==> config.mk <==
export PLATFORM = sky130hd
export DESIGN_NAME = eth_udp_loopback
export DESIGN_NICKNAME = d
export VERILOG_FILES = /design/src/rtl/eth_udp_loopback.sv
export SDC_FILE = /design/constraint.sdc
export NUM_CORES = 1
export LEC_CHECK = 0
export CAP_MARGIN = 30
export CORE_ASPECT_RATIO = 0.6
export CORE_UTILIZATION = 46
export CTS_CLUSTER_DIAMETER = 100
export CTS_CLUSTER_SIZE = 28
export DETAILED_ROUTE_END_ITERATION = 12
export DONT_BUFFER_PORTS = 1
export MAX_ROUTING_LAYER = met4
export PLACE_DENSITY_LB_ADDON = 0.3
export SLEW_MARGIN = 20
export SYNTH_ARGS = -nofsm -noshare
export SYNTH_HDL_FRONTEND = slang
export SYNTH_SLANG_ARGS = --single-unit
export TNS_END_PERCENT = 20
==> constraint.sdc <==
create_clock -name sys_clk -period 5.7 [get_ports sys_clk]
set_input_delay 0.855 -clock sys_clk [delete_from_list [all_inputs] [get_ports sys_clk]]
set_output_delay 0.855 -clock sys_clk [all_outputs]
set_load 0.1 [all_outputs]
==> src/rtl/eth_udp_loopback.sv <==
// RGMII self-test: sends a fixed UDP/IPv4 frame one nibble per clock (auto + key) and checks looped-back frames.
// TX nibbles are registered; the RX verdict lands on led one clock after rxctl is sampled low; there is no backpressure.
module eth_udp_loopback #(
  parameter logic [47:0] SRC_MAC     = 48'h00_11_22_33_44_55,
  parameter logic [47:0] DST_MAC     = 48'hFF_FF_FF_FF_FF_FF,
  parameter logic [31:0] SRC_IP      = 32'hC0A8_010A,
  parameter logic [31:0] DST_IP      = 32'hC0A8_0166,
  parameter logic [15:0] SRC_PORT    = 16'd1234,
  parameter logic [15:0] DST_PORT    = 16'd1234,
  parameter int          PAYLOAD_LEN = 32,
  parameter int          START_DELAY = 16,
  parameter int          PERIOD      = 1024
) (
  input  logic       sys_clk,
  input  logic       sys_rst_n,
  input  logic       key_in,
  output logic       rgmii_eth_txc,
  output logic       rgmii_eth_txctl,
  output logic [3:0] rgmii_eth_txd,
  input  logic       rgmii_eth_rxc,
  input  logic       rgmii_eth_rxctl,
  input  logic [3:0] rgmii_eth_rxd,
  output logic [1:0] led
);
  localparam int HDR_BYTES  = 42;
  localparam int DATA_BYTES = HDR_BYTES + PAYLOAD_LEN;
  localparam logic [15:0] HDR_B    = 16'(HDR_BYTES);
  localparam logic [15:0] HDR_END  = 16'(16 + 2 * HDR_BYTES);
  localparam logic [15:0] DATA_END = 16'(16 + 2 * DATA_BYTES);
  localparam logic [15:0] FRAME_N  = 16'(16 + 2 * DATA_BYTES + 8);
  localparam logic [15:0] RX_BYTES = 16'(DATA_BYTES + 4);
  localparam logic [15:0] IP_LEN   = 16'(28 + PAYLOAD_LEN);
  localparam logic [15:0] UDP_LEN  = 16'(8 + PAYLOAD_LEN);

  function automatic logic [15:0] ip_csum(input logic [15:0] len, input logic [31:0] sip,
                                          input logic [31:0] dip);
    logic [31:0] s;
    s = 32'h0000_4500 + {16'h0, len} + 32'h0000_4000 + 32'h0000_4011
      + {16'h0, sip[31:16]} + {16'h0, sip[15:0]} + {16'h0, dip[31:16]} + {16'h0, dip[15:0]};
    s = {16'h0, s[15:0]} + {16'h0, s[31:16]};
    s = {16'h0, s[15:0]} + {16'h0, s[31:16]};
    return ~s[15:0];
  endfunction

  localparam logic [15:0] IP_CSUM = ip_csum(IP_LEN, SRC_IP, DST_IP);
  localparam logic [HDR_BYTES*8-1:0] HDR = {DST_MAC, SRC_MAC, 16'h0800,
    16'h4500, IP_LEN, 16'h0000, 16'h4000, 16'h4011, IP_CSUM, SRC_IP, DST_IP,
    SRC_PORT, DST_PORT, UDP_LEN, 16'h0000};

  // Reflected CRC-32, one byte per call, LSB first.
  function automatic logic [31:0] crc_byte(input logic [31:0] c, input logic [7:0] b);
    logic [31:0] r;
    r = c ^ {24'h0, b};
    for (int i = 0; i < 8; i++) r = r[0] ? ((r >> 1) ^ 32'hEDB8_8320) : (r >> 1);
    return r;
  endfunction

  function automatic logic [7:0] data_byte(input logic [15:0] b);
    logic [7:0] r;
    int idx;
    idx = 8 * (HDR_BYTES - 1 - int'(b));
    if (b < HDR_B) r = HDR[idx +: 8];
    else           r = b[7:0] - HDR_B[7:0];
    return r;
  endfunction

  function automatic logic [3:0] tx_nibble(input logic [15:0] n, input logic [31:0] crc);
    logic [15:0] d;
    logic [7:0]  b;
    logic [2:0]  k;
    logic [31:0] sh;
    logic [3:0]  r;
    d  = n - 16'd16;
    b  = data_byte(d >> 1);
    k  = 3'(n - DATA_END);
    sh = (~crc) >> {k, 2'b00};
    if (n < 16'd16)          r = (n == 16'd15) ? 4'hD : 4'h5;
    else if (n < DATA_END)   r = d[0] ? b[7:4] : b[3:0];
    else                     r = sh[3:0];
    return r;
  endfunction

  typedef enum logic [2:0] {TX_IDLE, TX_PRE, TX_HDR, TX_PAY, TX_FCS, TX_IFG} tx_state_t;
  typedef enum logic [1:0] {RX_HUNT, RX_PRE, RX_DATA, RX_END} rx_state_t;

  tx_state_t   tx_state_q, tx_state_d;
  logic [15:0] nib_q, nib_d, nxt, dn;
  logic [31:0] tx_crc_q, tx_crc_d;
  logic        txctl_q, txctl_d;
  logic [3:0]  txd_q, txd_d;
  logic [15:0] auto_q, auto_d;
  logic        pend_q, pend_d;
  logic [2:0]  key_q, key_d;
  logic        auto_fire, key_rise, trig;

  rx_state_t   rx_state_q, rx_state_d;
  logic [3:0]  rx_lo_q, rx_lo_d;
  logic [15:0] rx_nib_q, rx_nib_d, rx_byte_q, rx_byte_d;
  logic [31:0] rx_crc_q, rx_crc_d;
  logic [1:0]  led_q, led_d;
  logic        rx_good;
  logic        unused_rxc;

  assign unused_rxc      = rgmii_eth_rxc;
  assign rgmii_eth_txc   = sys_clk;
  assign rgmii_eth_txctl = txctl_q;
  assign rgmii_eth_txd   = txd_q;
  assign led             = led_q;

  always_comb begin
    auto_fire  = (auto_q == 16'd0);
    auto_d     = auto_fire ? 16'(PERIOD - 1) : auto_q - 16'd1;
    key_d      = {key_q[1:0], key_in};
    key_rise   = key_q[1] & ~key_q[2];
    trig       = pend_q | auto_fire | key_rise;
    pend_d     = trig;
    tx_state_d = tx_state_q;
    nib_d      = nib_q;
    tx_crc_d   = tx_crc_q;
    txctl_d    = txctl_q;
    txd_d      = txd_q;
    nxt        = nib_q + 16'd1;
    dn         = nxt - 16'd16;
    case (tx_state_q)
      TX_IDLE: if (trig) begin
        tx_state_d = TX_PRE;
        nib_d      = 16'd0;
        txctl_d    = 1'b1;
        txd_d      = 4'h5;
        tx_crc_d   = 32'hFFFF_FFFF;
        pend_d     = 1'b0;
      end
      TX_PRE, TX_HDR, TX_PAY, TX_FCS: begin
        nib_d = nxt;
        if (nxt == FRAME_N) begin
          tx_state_d = TX_IFG;
          nib_d      = 16'd0;
          txctl_d    = 1'b0;
          txd_d      = 4'h0;
        end else begin
          txd_d = tx_nibble(nxt, tx_crc_q);
          // Fold each byte into the FCS as its high nibble goes out.
          if (nxt >= 16'd16 && nxt < DATA_END && dn[0])
            tx_crc_d = crc_byte(tx_crc_q, data_byte(dn >> 1));
          if (nxt < 16'd16)        tx_state_d = TX_PRE;
          else if (nxt < HDR_END)  tx_state_d = TX_HDR;
          else if (nxt < DATA_END) tx_state_d = TX_PAY;
          else                     tx_state_d = TX_FCS;
        end
      end
      TX_IFG: begin
        nib_d = nxt;
        if (nib_q == 16'd23) begin
          tx_state_d = TX_IDLE;
          nib_d      = 16'd0;
        end
      end
      default: tx_state_d = TX_IDLE;
    endcase
  end

  // Residue of the reflected register; bit-reversed it is 0xC704DD7B.
  assign rx_good = (rx_byte_q == RX_BYTES) && !rx_nib_q[0] && (rx_crc_q == 32'hDEBB_20E3);

  always_comb begin
    rx_state_d = rx_state_q;
    rx_lo_d    = rx_lo_q;
    rx_nib_d   = rx_nib_q;
    rx_byte_d  = rx_byte_q;
    rx_crc_d   = rx_crc_q;
    led_d      = led_q;
    case (rx_state_q)
      RX_HUNT: if (rgmii_eth_rxctl && rgmii_eth_rxd == 4'h5) rx_state_d = RX_PRE;
      RX_PRE: begin
        if (!rgmii_eth_rxctl) rx_state_d = RX_HUNT;
        else if (rgmii_eth_rxd == 4'hD) begin
          rx_state_d = RX_DATA;
          rx_nib_d   = 16'd0;
          rx_byte_d  = 16'd0;
          rx_crc_d   = 32'hFFFF_FFFF;
        end else if (rgmii_eth_rxd != 4'h5) rx_state_d = RX_HUNT;
      end
      RX_DATA: begin
        if (!rgmii_eth_rxctl) rx_state_d = RX_END;
        else begin
          rx_nib_d = rx_nib_q + 16'd1;
          if (!rx_nib_q[0]) rx_lo_d = rgmii_eth_rxd;
          else begin
            rx_crc_d  = crc_byte(rx_crc_q, {rgmii_eth_rxd, rx_lo_q});
            rx_byte_d = rx_byte_q + 16'd1;
          end
        end
      end
      RX_END: begin
        rx_state_d = RX_HUNT;
        if (rx_good) led_d[0] = 1'b1;
        else         led_d[1] = 1'b1;
      end
      default: rx_state_d = RX_HUNT;
    endcase
  end

  always_ff @(posedge sys_clk or negedge sys_rst_n) begin
    if (!sys_rst_n) begin
      tx_state_q <= TX_IDLE;
      nib_q      <= 16'd0;
      tx_crc_q   <= 32'h0;
      txctl_q    <= 1'b0;
      txd_q      <= 4'h0;
      auto_q     <= 16'(START_DELAY);
      pend_q     <= 1'b0;
      key_q      <= 3'b000;
      rx_state_q <= RX_HUNT;
      rx_lo_q    <= 4'h0;
      rx_nib_q   <= 16'd0;
      rx_byte_q  <= 16'd0;
      rx_crc_q   <= 32'h0;
      led_q      <= 2'b00;
    end else begin
      tx_state_q <= tx_state_d;
      nib_q      <= nib_d;
      tx_crc_q   <= tx_crc_d;
      txctl_q    <= txctl_d;
      txd_q      <= txd_d;
      auto_q     <= auto_d;
      pend_q     <= pend_d;
      key_q      <= key_d;
      rx_state_q <= rx_state_d;
      rx_lo_q    <= rx_lo_d;
      rx_nib_q   <= rx_nib_d;
      rx_byte_q  <= rx_byte_d;
      rx_crc_q   <= rx_crc_d;
      led_q      <= led_d;
    end
  end
endmodule

* Yosys cells after proc, flatten, opt, wreduce, memory -nomap -nowiden
Index checks and enable logic that the tools add are counted.
** Word-level totals
- Flip-flop bits (word level) :: 148
- Word-level logic and storage cells :: 172
- Bits of input ports :: 9
** Operators by class
- $lt $le $gt $ge :: 5
- $add $sub $neg :: 8
- Shifts and indexed selects :: 2
- Equality and inequality tests :: 28
- Reductions and logical operators :: 24
- Bitwise logic cells :: 25
- Multiplexer cells :: 65
** Operator list (count)
- two-way mux 32 bit :: 23
- indexed part select 336 x 19 -> 8 bit, first input constant :: 1
- NOT 13 -> 14 bit :: 16
- two-way mux 16 bit :: 9
- one-hot mux 32 bit (2 select lines) :: 2
- one-hot mux 16 bit (2 select lines) :: 2
- bitwise XOR 32 x 8 -> 32 bit :: 2
- adder 16 x 1 -> 16 bit, second input constant :: 3
- one-hot mux 16 bit (3 select lines) :: 1
- == test 32 bit, second input constant :: 1
- two-way mux 8 bit :: 4
- NOT 32 bit :: 1
- >> shifter 32 x 5 -> 4 bit :: 1
- two-way mux 4 bit :: 6
- inequality test 2 bit, second input constant :: 11
- two-way mux 3 bit :: 6
- == test 16 x 4 -> 1 bit, second input constant :: 1
- == test 16 x 5 -> 1 bit, second input constant :: 1
- == test 16 x 7 -> 1 bit, second input constant :: 1
- == test 16 x 8 -> 1 bit, second input constant :: 1
- >= comparator 16 x 5 -> 1 bit, second input constant :: 1
- zero test 16 bit :: 1
- < comparator 16 x 5 -> 1 bit, second input constant :: 1
- < comparator 16 x 7 -> 1 bit, second input constant :: 1
- 36 further kinds :: 60

* Longest topological paths before layout
- Depth after elaboration :: 28
- Depth in mapped cells :: 19
- Mapped depth without buffers :: 16

==> flow_metrics.env <==
export IMPL_portBuffers=0
export IMPL_cts_root_buf="clkbuf_16"
export IMPL_period_share=0.913
export IMPL_fmax_mhz=192
export IMPL_min_path_type="in -> async"
export IMPL_reg2reg_depth=15
export IMPL_ctsHoldBuffers=0
export IMPL_worst_setup_path_start_kind="flop"
export IMPL_critical_path_slowest_cell="dfrtp_1"
export IMPL_power_density_nw_per_um2=378
export IMPL_setup_violations=0
export IMPL_grt_use_met1=0.395
export IMPL_initial_core_util=0.475
export IMPL_layout_drive_gt1_share=0.104
export IMPL_die_h_um=111
export IMPL_p_leak_nw=4.14
export IMPL_core_area_sq_um=19300
export IMPL_worst_pin_slew_ps=958
export IMPL_h_tree_depth=4
export IMPL_ys_flop_type="dfrtp_1"
export IMPL_use_met2=0.299
export IMPL_rows=39
export IMPL_ys_ff_latch=133
export IMPL_maxCapViolCount=0
export IMPL_r2r_start="nib_q[2]$_DFFE_PN0P_"
export IMPL_dieArea_sq_um=20500
export IMPL_ys_seq_area_frac=0.363
export IMPL_slew_headroom=0.361
export IMPL_fillCellCount=1730
export IMPL_first_iter_violations=704
export IMPL_synth_fp_nets=961
export IMPL_crit_required_ps=6010
export IMPL_endpoint_kind="flop"
export IMPL_yosysTopAreaCell="dfrtp_1"
export IMPL_layout_min_cycle_time_ps=5210
export IMPL_firstDrtPassIters=5
export IMPL_r2r_end="tx_crc_q[19]$_DFFE_PN0P_"
export IMPL_fp_dieW_um=184
export IMPL_top_usage_layer="met1"
export IMPL_async_reset_ff_frac=1.00
export IMPL_path_cells="and3_1, nand3_1, xnor2_1, ha_1, xnor2_1, a21boi_0, o21ai_0, and2_0, o41ai_1, o32ai_1, mux2i_4, xor2_4, xor2_4, xor3_1, o22a_1"
export IMPL_tns_ps=0
export IMPL_ant_nets=0
export IMPL_cts_tree="done"
export IMPL_grt_pass1_wl_um=37100
export IMPL_netlist_area_sq_um=9160
export IMPL_drc=0
export IMPL_track_usage=0.242
export IMPL_synth_top_cell_area_share=0.361
export IMPL_viasPerCell=5.89
export IMPL_synth_area_top_cells="dfrtp_1 36%, xnor2_1 9.4%, xnor3_1 4.4%"
export IMPL_multiInputGateArea_sq_um=5580
export IMPL_overflow=0
export IMPL_clock_sinks=133
export IMPL_hold_viol_final=0
export IMPL_area_delta_synth_final_pct=10.1
export IMPL_via_count=7171
export IMPL_place_area_sq_um=9500
export IMPL_avgRoutedWirePerCell_um=18.8
export IMPL_cts_made_buffers=17
export IMPL_grt_setup_unrepaired="false"
export IMPL_nets=961
export IMPL_peakVddDrop_mv=0.470
export IMPL_io_pins=17
export IMPL_worst_ep_arrival_time_ps=5520
export IMPL_clk_pin_slew_worst_paths_ps=70
export IMPL_postCtsSetupBuffers=0
export IMPL_cpLargestDelayFamily="XOR/XNOR gates"
export IMPL_finalWirelength_um=22800
export IMPL_post_cts_resized=0
export IMPL_clock_path_buffers=2
export IMPL_grt_pass1_vias=6575
export IMPL_max_stage_delay_ps=590
export IMPL_synth_warnings=0
export IMPL_skew_ps=17.1
export IMPL_final_area_sq_um=10100
export IMPL_maxSlewViolCount=0
export IMPL_grt_max_degree=134
export IMPL_clock_latency_ps=420
export IMPL_worst_setup_path_type="reg -> reg"
export IMPL_syn_inst=938
export IMPL_dp_hpwl_um=16000
export IMPL_synth_edff_count=0
export IMPL_regArea_sq_um=3330
export IMPL_antenna_found_initial=0
export IMPL_status="finished, final reports clean"
export IMPL_post_synth_num_cell_types=79
export IMPL_avgSynthCellArea_sq_um=9.77
export IMPL_num_antenna_cells=0
export IMPL_grt_use_met3=0.0512
export IMPL_reg2reg_slack_ps=490
export IMPL_critical_path_buf_inv_count=0
export IMPL_cp_max_fo=10
export IMPL_place_congestion=0.924
==> metrics by stage <==
stage / cells / util / setup WS, ps / power [mW] / hold WS (ps)
2_1_floorplan: 938 / - / 795 / 2.47 / 331
3_3_place_gp: 1185 / 0.493 / 578 / 2.68 / 342
3_5_place_dp: 1185 / 0.493 / 615 / 2.68 / 340
4_1_cts: 1217 / 0.523 / 571 / 3.82 / 114
5_1_grt: 1217 / 0.523 / 23.4 / 4.01 / 106
6_report: 1217 / 0.523 / 494 / 3.81 / 128
==> worst max-delay path by stage <==
stage / start / endpoint / slack, ps / depth (start not counted)
floorplan: nib_q[0]$_DFFE_PN0P_ / tx_crc_q[19]$_DFFE_PN0P_ / 790 / 18
global placement: nib_q[2]$_DFFE_PN0P_ / tx_crc_q[29]$_DFFE_PN0P_ / 580 / 15
detailed placement: nib_q[0]$_DFFE_PN0P_ / tx_crc_q[19]$_DFFE_PN0P_ / 610 / 16
CTS: nib_q[2]$_DFFE_PN0P_ / tx_crc_q[26]$_DFFE_PN0P_ / 570 / 14
global route: nib_q[2]$_DFFE_PN0P_ / tx_crc_q[19]$_DFFE_PN0P_ / 20 / 15
finish: nib_q[2]$_DFFE_PN0P_ / tx_crc_q[19]$_DFFE_PN0P_ / 490 / 15
==> logic make-up (layout without fill, tap and decap cells) <==
logic type	after synthesis	in the layout	synth area share
and+or+nand+nor	310	310	0.169
AOI/OAI and AO/OA	220	220	0.160
xor gates and xnor gates	178	178	0.221
DFF	133	133	0.363
buffers and inverters	61	74	0.0291
muxes	22	22	0.0391
adders and majority gates	14	14	0.0191
==> per-layer routing <==
metal / routed length (um) / up-vias / share of wire
met3: 1700 / 6 / 0.075
met2: 8980 / 248 / 0.39
li1: - / 3398 / -
met4: 102 / 0 / 0.0045
met5: 0 / - / 0
met1: 12000 / 3519 / 0.53
==> synth_stat cells (12+ instances only) <==
| cell type | n |
|---|---|
| a21oi_1 | 56 |
| nor2_1 | 87 |
| nor3_1 | 31 |
| dfrtp_1 | 132 |
| xnor3_1 | 18 |
| o211ai_1 | 15 |
| o22a_1 | 31 |
| o21ai_0 | 41 |
| inv_1 | 15 |
| nand2_1 | 80 |
| nand4_1 | 16 |
| xor2_1 | 46 |
| clkbuf_1 | 27 |
| xnor2_1 | 98 |
| nand3_1 | 30 |
| a31oi_1 | 12 |
| ha_1 | 14 |
==> where the power goes <==
group | internal, mW | leakage, nW | total, mW | switching [mW]
Sequential | 1.05 | 1.54 | 1.19 | 0.133
Clock | 0.665 | 0.284 | 1.10 | 0.434
Combinational | 0.738 | 2.31 | 1.53 | 0.788
==> cells in the final DEF (no fill, tap or decap), types with 25 or more instances in the layout <==
| cell | instances |
|---|---|
| o21ai_0 | 41 |
| dfrtp_1 | 132 |
| nand2_1 | 80 |
| xor2_1 | 46 |
| nor3_1 | 29 |
| buf_4 | 25 |
| o22a_1 | 31 |
| nand3_1 | 30 |
| xnor2_1 | 98 |
| a21oi_1 | 55 |
| nor2_1 | 86 |
==> registers in the layout, indices dropped and copies added (netlist names), 2 cells and up, named ones only <==
register,flops
auto_q,16
rx_crc_q,32
nib_q,16
key_q,3
tx_crc_q,32
led,2
rgmii_eth_txd,4
tx_state_q,3
rx_lo_q,4
rx_byte_q,16
==> layout make-up <==
class | instances | share of cell area
multi-input combinational | 744 | 0.553
clock inverter | 12 | 0.0143
timing repair buffer | 25 | 0.0186
inverter | 17 | 0.00633
tap | 266 | 0.0330
sequential | 133 | 0.330
clock buffer | 20 | 0.0443
Note: power is estimated with default switching activity, not from simulation.
==> edit 1, RTL diff (config.mk and constraints unchanged) <==
`rx_byte_q` no longer has a reset.
--- a/src/rtl/eth_udp_loopback.sv
+++ b/src/rtl/eth_udp_loopback.sv
@@ -213,7 +213,6 @@
       rx_state_q <= RX_HUNT;
       rx_lo_q    <= 4'h0;
       rx_nib_q   <= 16'd0;
-      rx_byte_q  <= 16'd0;
       rx_crc_q   <= 32'h0;
       led_q      <= 2'b00;
     end else begin
@@ -228,10 +227,13 @@
       rx_state_q <= rx_state_d;
       rx_lo_q    <= rx_lo_d;
       rx_nib_q   <= rx_nib_d;
-      rx_byte_q  <= rx_byte_d;
       rx_crc_q   <= rx_crc_d;
       led_q      <= led_d;
     end
   end
+
+  always_ff @(posedge sys_clk) begin
+    rx_byte_q <= rx_byte_d;
+  end
 endmodule
 
Behaviour: no difference found for any inputs over 4 cycles, from zero or initial values and one cycle with sys_rst_n low; that may be too few to reach the edited logic, so the function may still have changed.
==> edit 1 against the original RTL <==
Setup slack worse by 0.20 ns; area after synthesis is 1.3% higher; final area is 0.31% higher; combinational power is 18% lower; count of clock-buffer cells in the layout stayed put; fmax is 3.8% lower; critical path depth is 1 higher; clock skew is 0.0052 ns lower; wire length is 1.0% lower; power is 7.3% lower; die area is 1.2% higher; sequential cell count stayed put; largest cell class unchanged.
==> edit 1: results (changes against the original RTL) <==
- First-pass GRT wire length: 37,400 um (was 37,100 um)
- DP Wirelength: 16,100 um (was 16,000 um)
- Static leakage: 3.94 nW (was 4.14 nW)
- Distinct cells, synth: 96 (was 79)
- DRT Pass-1 Iters: 7 (was 5)
- Dpl ws: 0.485 ns (was 0.615 ns)
- Cell Count, Final, Fillers Out: 1,232 (was 1,217)
- Worst VDD drop: 0.278 mV (was 0.470 mV)
- Synth Area in Compound Gates: 0.165 (was 0.160)
- Worst setup margin: 0.289 ns (was 0.494 ns)
- R2R Setup Slk: 0.29 ns (was 0.49 ns)
- GRT Total Usage: 0.238 (was 0.242)
- Main area contributors after synthesis: dfrtp_1 (31%), xnor2_1 (11%), edfxtp_1 (5.2%) (was dfrtp_1 (36%), xnor2_1 (9.4%), xnor3_1 (4.4%))
- Adder-cell share of the synthesized area: 0.0175 (was 0.0191)
- Arrival time at the worst endpoint: 5.71 ns (was 5.52 ns)
- Number of global-route vias before repair: 6,774 (was 6,575)
- Avg WL per Cell: 18.3 um (was 18.8 um)
- R2R cell count: 16 (was 15)
- Post-synth EDFFs: 16 (was 0)
- Warnings, synthesis: 0 (unchanged)
- Worst slew margin: 0.354 (was 0.361)
- DP Area: 0.00953 mm2 (was 0.00950 mm2)
- Synth Instances: 970 (was 938)
- Layout Nets: 976 (was 961)
- Initial DRC count: 834 (was 704)
- Crit Path Max Fanout: 11 (was 10)
- Xor and xnor fraction of the mapped netlist area: 0.196 (was 0.221)
- Share of cells above drive strength 1: 0.120 (was 0.104)
- Synth cell count leaders: dfrtp_1 (116), xnor2_1 (116), nor2_1 (85) (was dfrtp_1 (132), xnor2_1 (98), nor2_1 (87))
- Status: completed (unchanged)
edit 1: changes by cell type after synthesis, sizes merged, moves of 10 or more:
cell	change
dfrtp	-16
nor4	+10
nor3	-12
xnor3	-15
xnor2	+23
o211ai	-11
edfxtp	+16
edit 1: metal layers:
metal	share of wire	routed length [um]	global-route usage	vias up
met2	0.36	8170	0.271	264
met3	0.077	1730	0.0481	19
met5	0	0	-	-
met4	0.0092	208	0.0529	0
met1	0.55	12500	0.404	3563
li1	-	-	-	3461
edit 1: layout make-up:
type | count | area, um2
Multi-Input combinational cell | 763 | 5560
Clock buffer | 20 | 467
Timing Repair Buffer | 22 | 165
Tap cell | 266 | 333
Sequential cell | 133 | 3410
Fill cell | 1718 | 9250
Clock inverter | 11 | 123
Inverter | 17 | 63.8
edit 1: power by group:
part / internal [W] / switching (W)
combinational: 0.000614 / 0.000650
clock: 0.000677 / 0.000418
sequential: 0.00106 / 0.000112
total: 0.00235 / 0.00118
edit 1: worst min-delay path by stage:
stage                                  end  slack, ns  depth (start not counted)
after floorplan                   key_q[1]       0.33                          0
after global placement            key_q[1]       0.34                          0
after detailed placement          key_q[1]       0.34                          0
after CTS                 rgmii_eth_txd[2]       0.12                          0
after global routing          rx_crc_q[20]       0.12                          0
final                         rx_crc_q[10]       0.13                          0
edit 1: kinds of logic after synthesis:
| group | after synthesis |
|---|---|
| buf+inv | 74 |
| xor+xnor | 185 |
| simple gates | 329 |
| mux | 20 |
| flops | 133 |
| compound gates | 216 |
| fa+ha+maj | 13 |
==> edit 2, RTL diff (config.mk and constraints unchanged) <==
Made on the original files. Change the localparam `HDR_BYTES` from 42 to 84.
--- a/src/rtl/eth_udp_loopback.sv
+++ b/src/rtl/eth_udp_loopback.sv
@@ -22,7 +22,7 @@
   input  logic [3:0] rgmii_eth_rxd,
   output logic [1:0] led
 );
-  localparam int HDR_BYTES  = 42;
+  localparam int HDR_BYTES  = 84;
   localparam int DATA_BYTES = HDR_BYTES + PAYLOAD_LEN;
   localparam logic [15:0] HDR_B    = 16'(HDR_BYTES);
   localparam logic [15:0] HDR_END  = 16'(16 + 2 * HDR_BYTES);
Formal check against the unedited RTL: no difference found for any inputs over 4 cycles, from zero or initial values and one cycle with sys_rst_n low; that may be too few to reach the edited logic, so the function may still have changed.
==> edit 2 against the original RTL <==
Setup slack gained 0.0018 ns; wire length is 2.1% lower; sequential power about the same; area after synthesis down 0.98%; final area fell by 1.5%; sequential cell count did not move; combinational power is 7% lower; power fell by 2.4%.
==> edit 2: results (changes against the original RTL) <==
- Dpl ws: 0.605 ns (was 0.615 ns)
- Worst slew pin tran: 0.988 ns (was 0.958 ns)
- Share of cells above drive strength 1: 0.106 (was 0.104)
- Avg WL per Cell: 18.1 um (was 18.8 um)
- GRT Total Usage: 0.237 (was 0.242)
- Combinational Power: 0.00143 W (was 0.00153 W)
- Xor and xnor fraction of the mapped netlist area: 0.186 (was 0.221)
- Reported net switching power: 0.00131 W (was 0.00135 W)
- Crit Path Max Fanout: 15 (was 10)
- Worst VDD drop: 0.392 mV (was 0.470 mV)
- Slowest stage delay, CP: 0.66 ns (was 0.59 ns)
- Via-per-instance ratio: 5.92 (was 5.89)
- Internal: 0.00241 W (was 0.00245 W)
- Initial DRC count: 644 (was 704)
- Status: completed (unchanged)
- Synth cell count leaders: dfrtp_1 (132), xnor2_1 (110), nor2_1 (104) (was dfrtp_1 (132), xnor2_1 (98), nor2_1 (87))
- Static leakage: 3.91 nW (was 4.14 nW)
- Top delay family on crit path: compound AO/OA/AOI/OAI gates (was XOR/XNOR gates)
- Distinct cells, synth: 96 (was 79)
- Met2 Use GR: 0.296 (was 0.299)
- Final period util: 0.913 (about the same)
- Adder-cell share of the synthesized area: 0.00965 (was 0.0191)
- Fill cells: 1,745 (was 1,730)
- WL met3: 1710 um (was 1700 um)
- Met1 usage: 0.374 (was 0.395)
- DP Area: 0.00934 mm2 (was 0.00950 mm2)
- Clock Skew: 0.00812 ns (was 0.0171 ns)
- Syn avg cell area: 9.37 um2 (was 9.77 um2)
- Metal2 WL: 8760 um (was 8980 um)
- DP Wirelength: 15,800 um (was 16,000 um)
- Routability Congestion: 0.906 (was 0.924)
- Synth Area in Compound Gates: 0.180 (was 0.160)
- Placed cells: 1,205 (was 1,185)
- Initial antenna violation count: 0 (unchanged)
- M1 WL: 11,600 um (was 12,000 um)
- Number of global-route vias before repair: 6,677 (was 6,575)
- Cell Count, Final, Fillers Out: 1,237 (was 1,217)
- Met3 Use GR: 0.0473 (was 0.0512)
- Final worst hold slack: 0.124 ns (was 0.128 ns)
[edit 2: changes by cell type after synthesis, sizes merged, moves of 6 or more]
cell and delta:
and3 +7, o211ai -10, ha -7, xnor2 +13
nor4 +9, xor2 -7, nor3 -6, xnor3 -10
nor2b +6, nor2 +19
[edit 2: final cells by class]
type / instances / share of cell area
sequential: 133 / 0.335
tap: 266 / 0.0335
timing repair buffer: 25 / 0.0200
multi-input combinational: 761 / 0.545
clock buffer: 20 / 0.0460
clock inverter: 11 / 0.0126
inverter: 21 / 0.00793
[edit 2: how the worst max path moves through the flow]
stage              from      endpoint  depth (start not counted)
2_1_floorplan  nib_q[1]  tx_crc_q[24]                         16
3_3_place_gp   nib_q[0]  tx_crc_q[24]                         16
3_5_place_dp   nib_q[0]  tx_crc_q[24]                         16
4_1_cts        nib_q[0]  tx_crc_q[24]                         16
5_1_grt        nib_q[0]  tx_crc_q[24]                         16
6_report       nib_q[2]  tx_crc_q[24]                         15
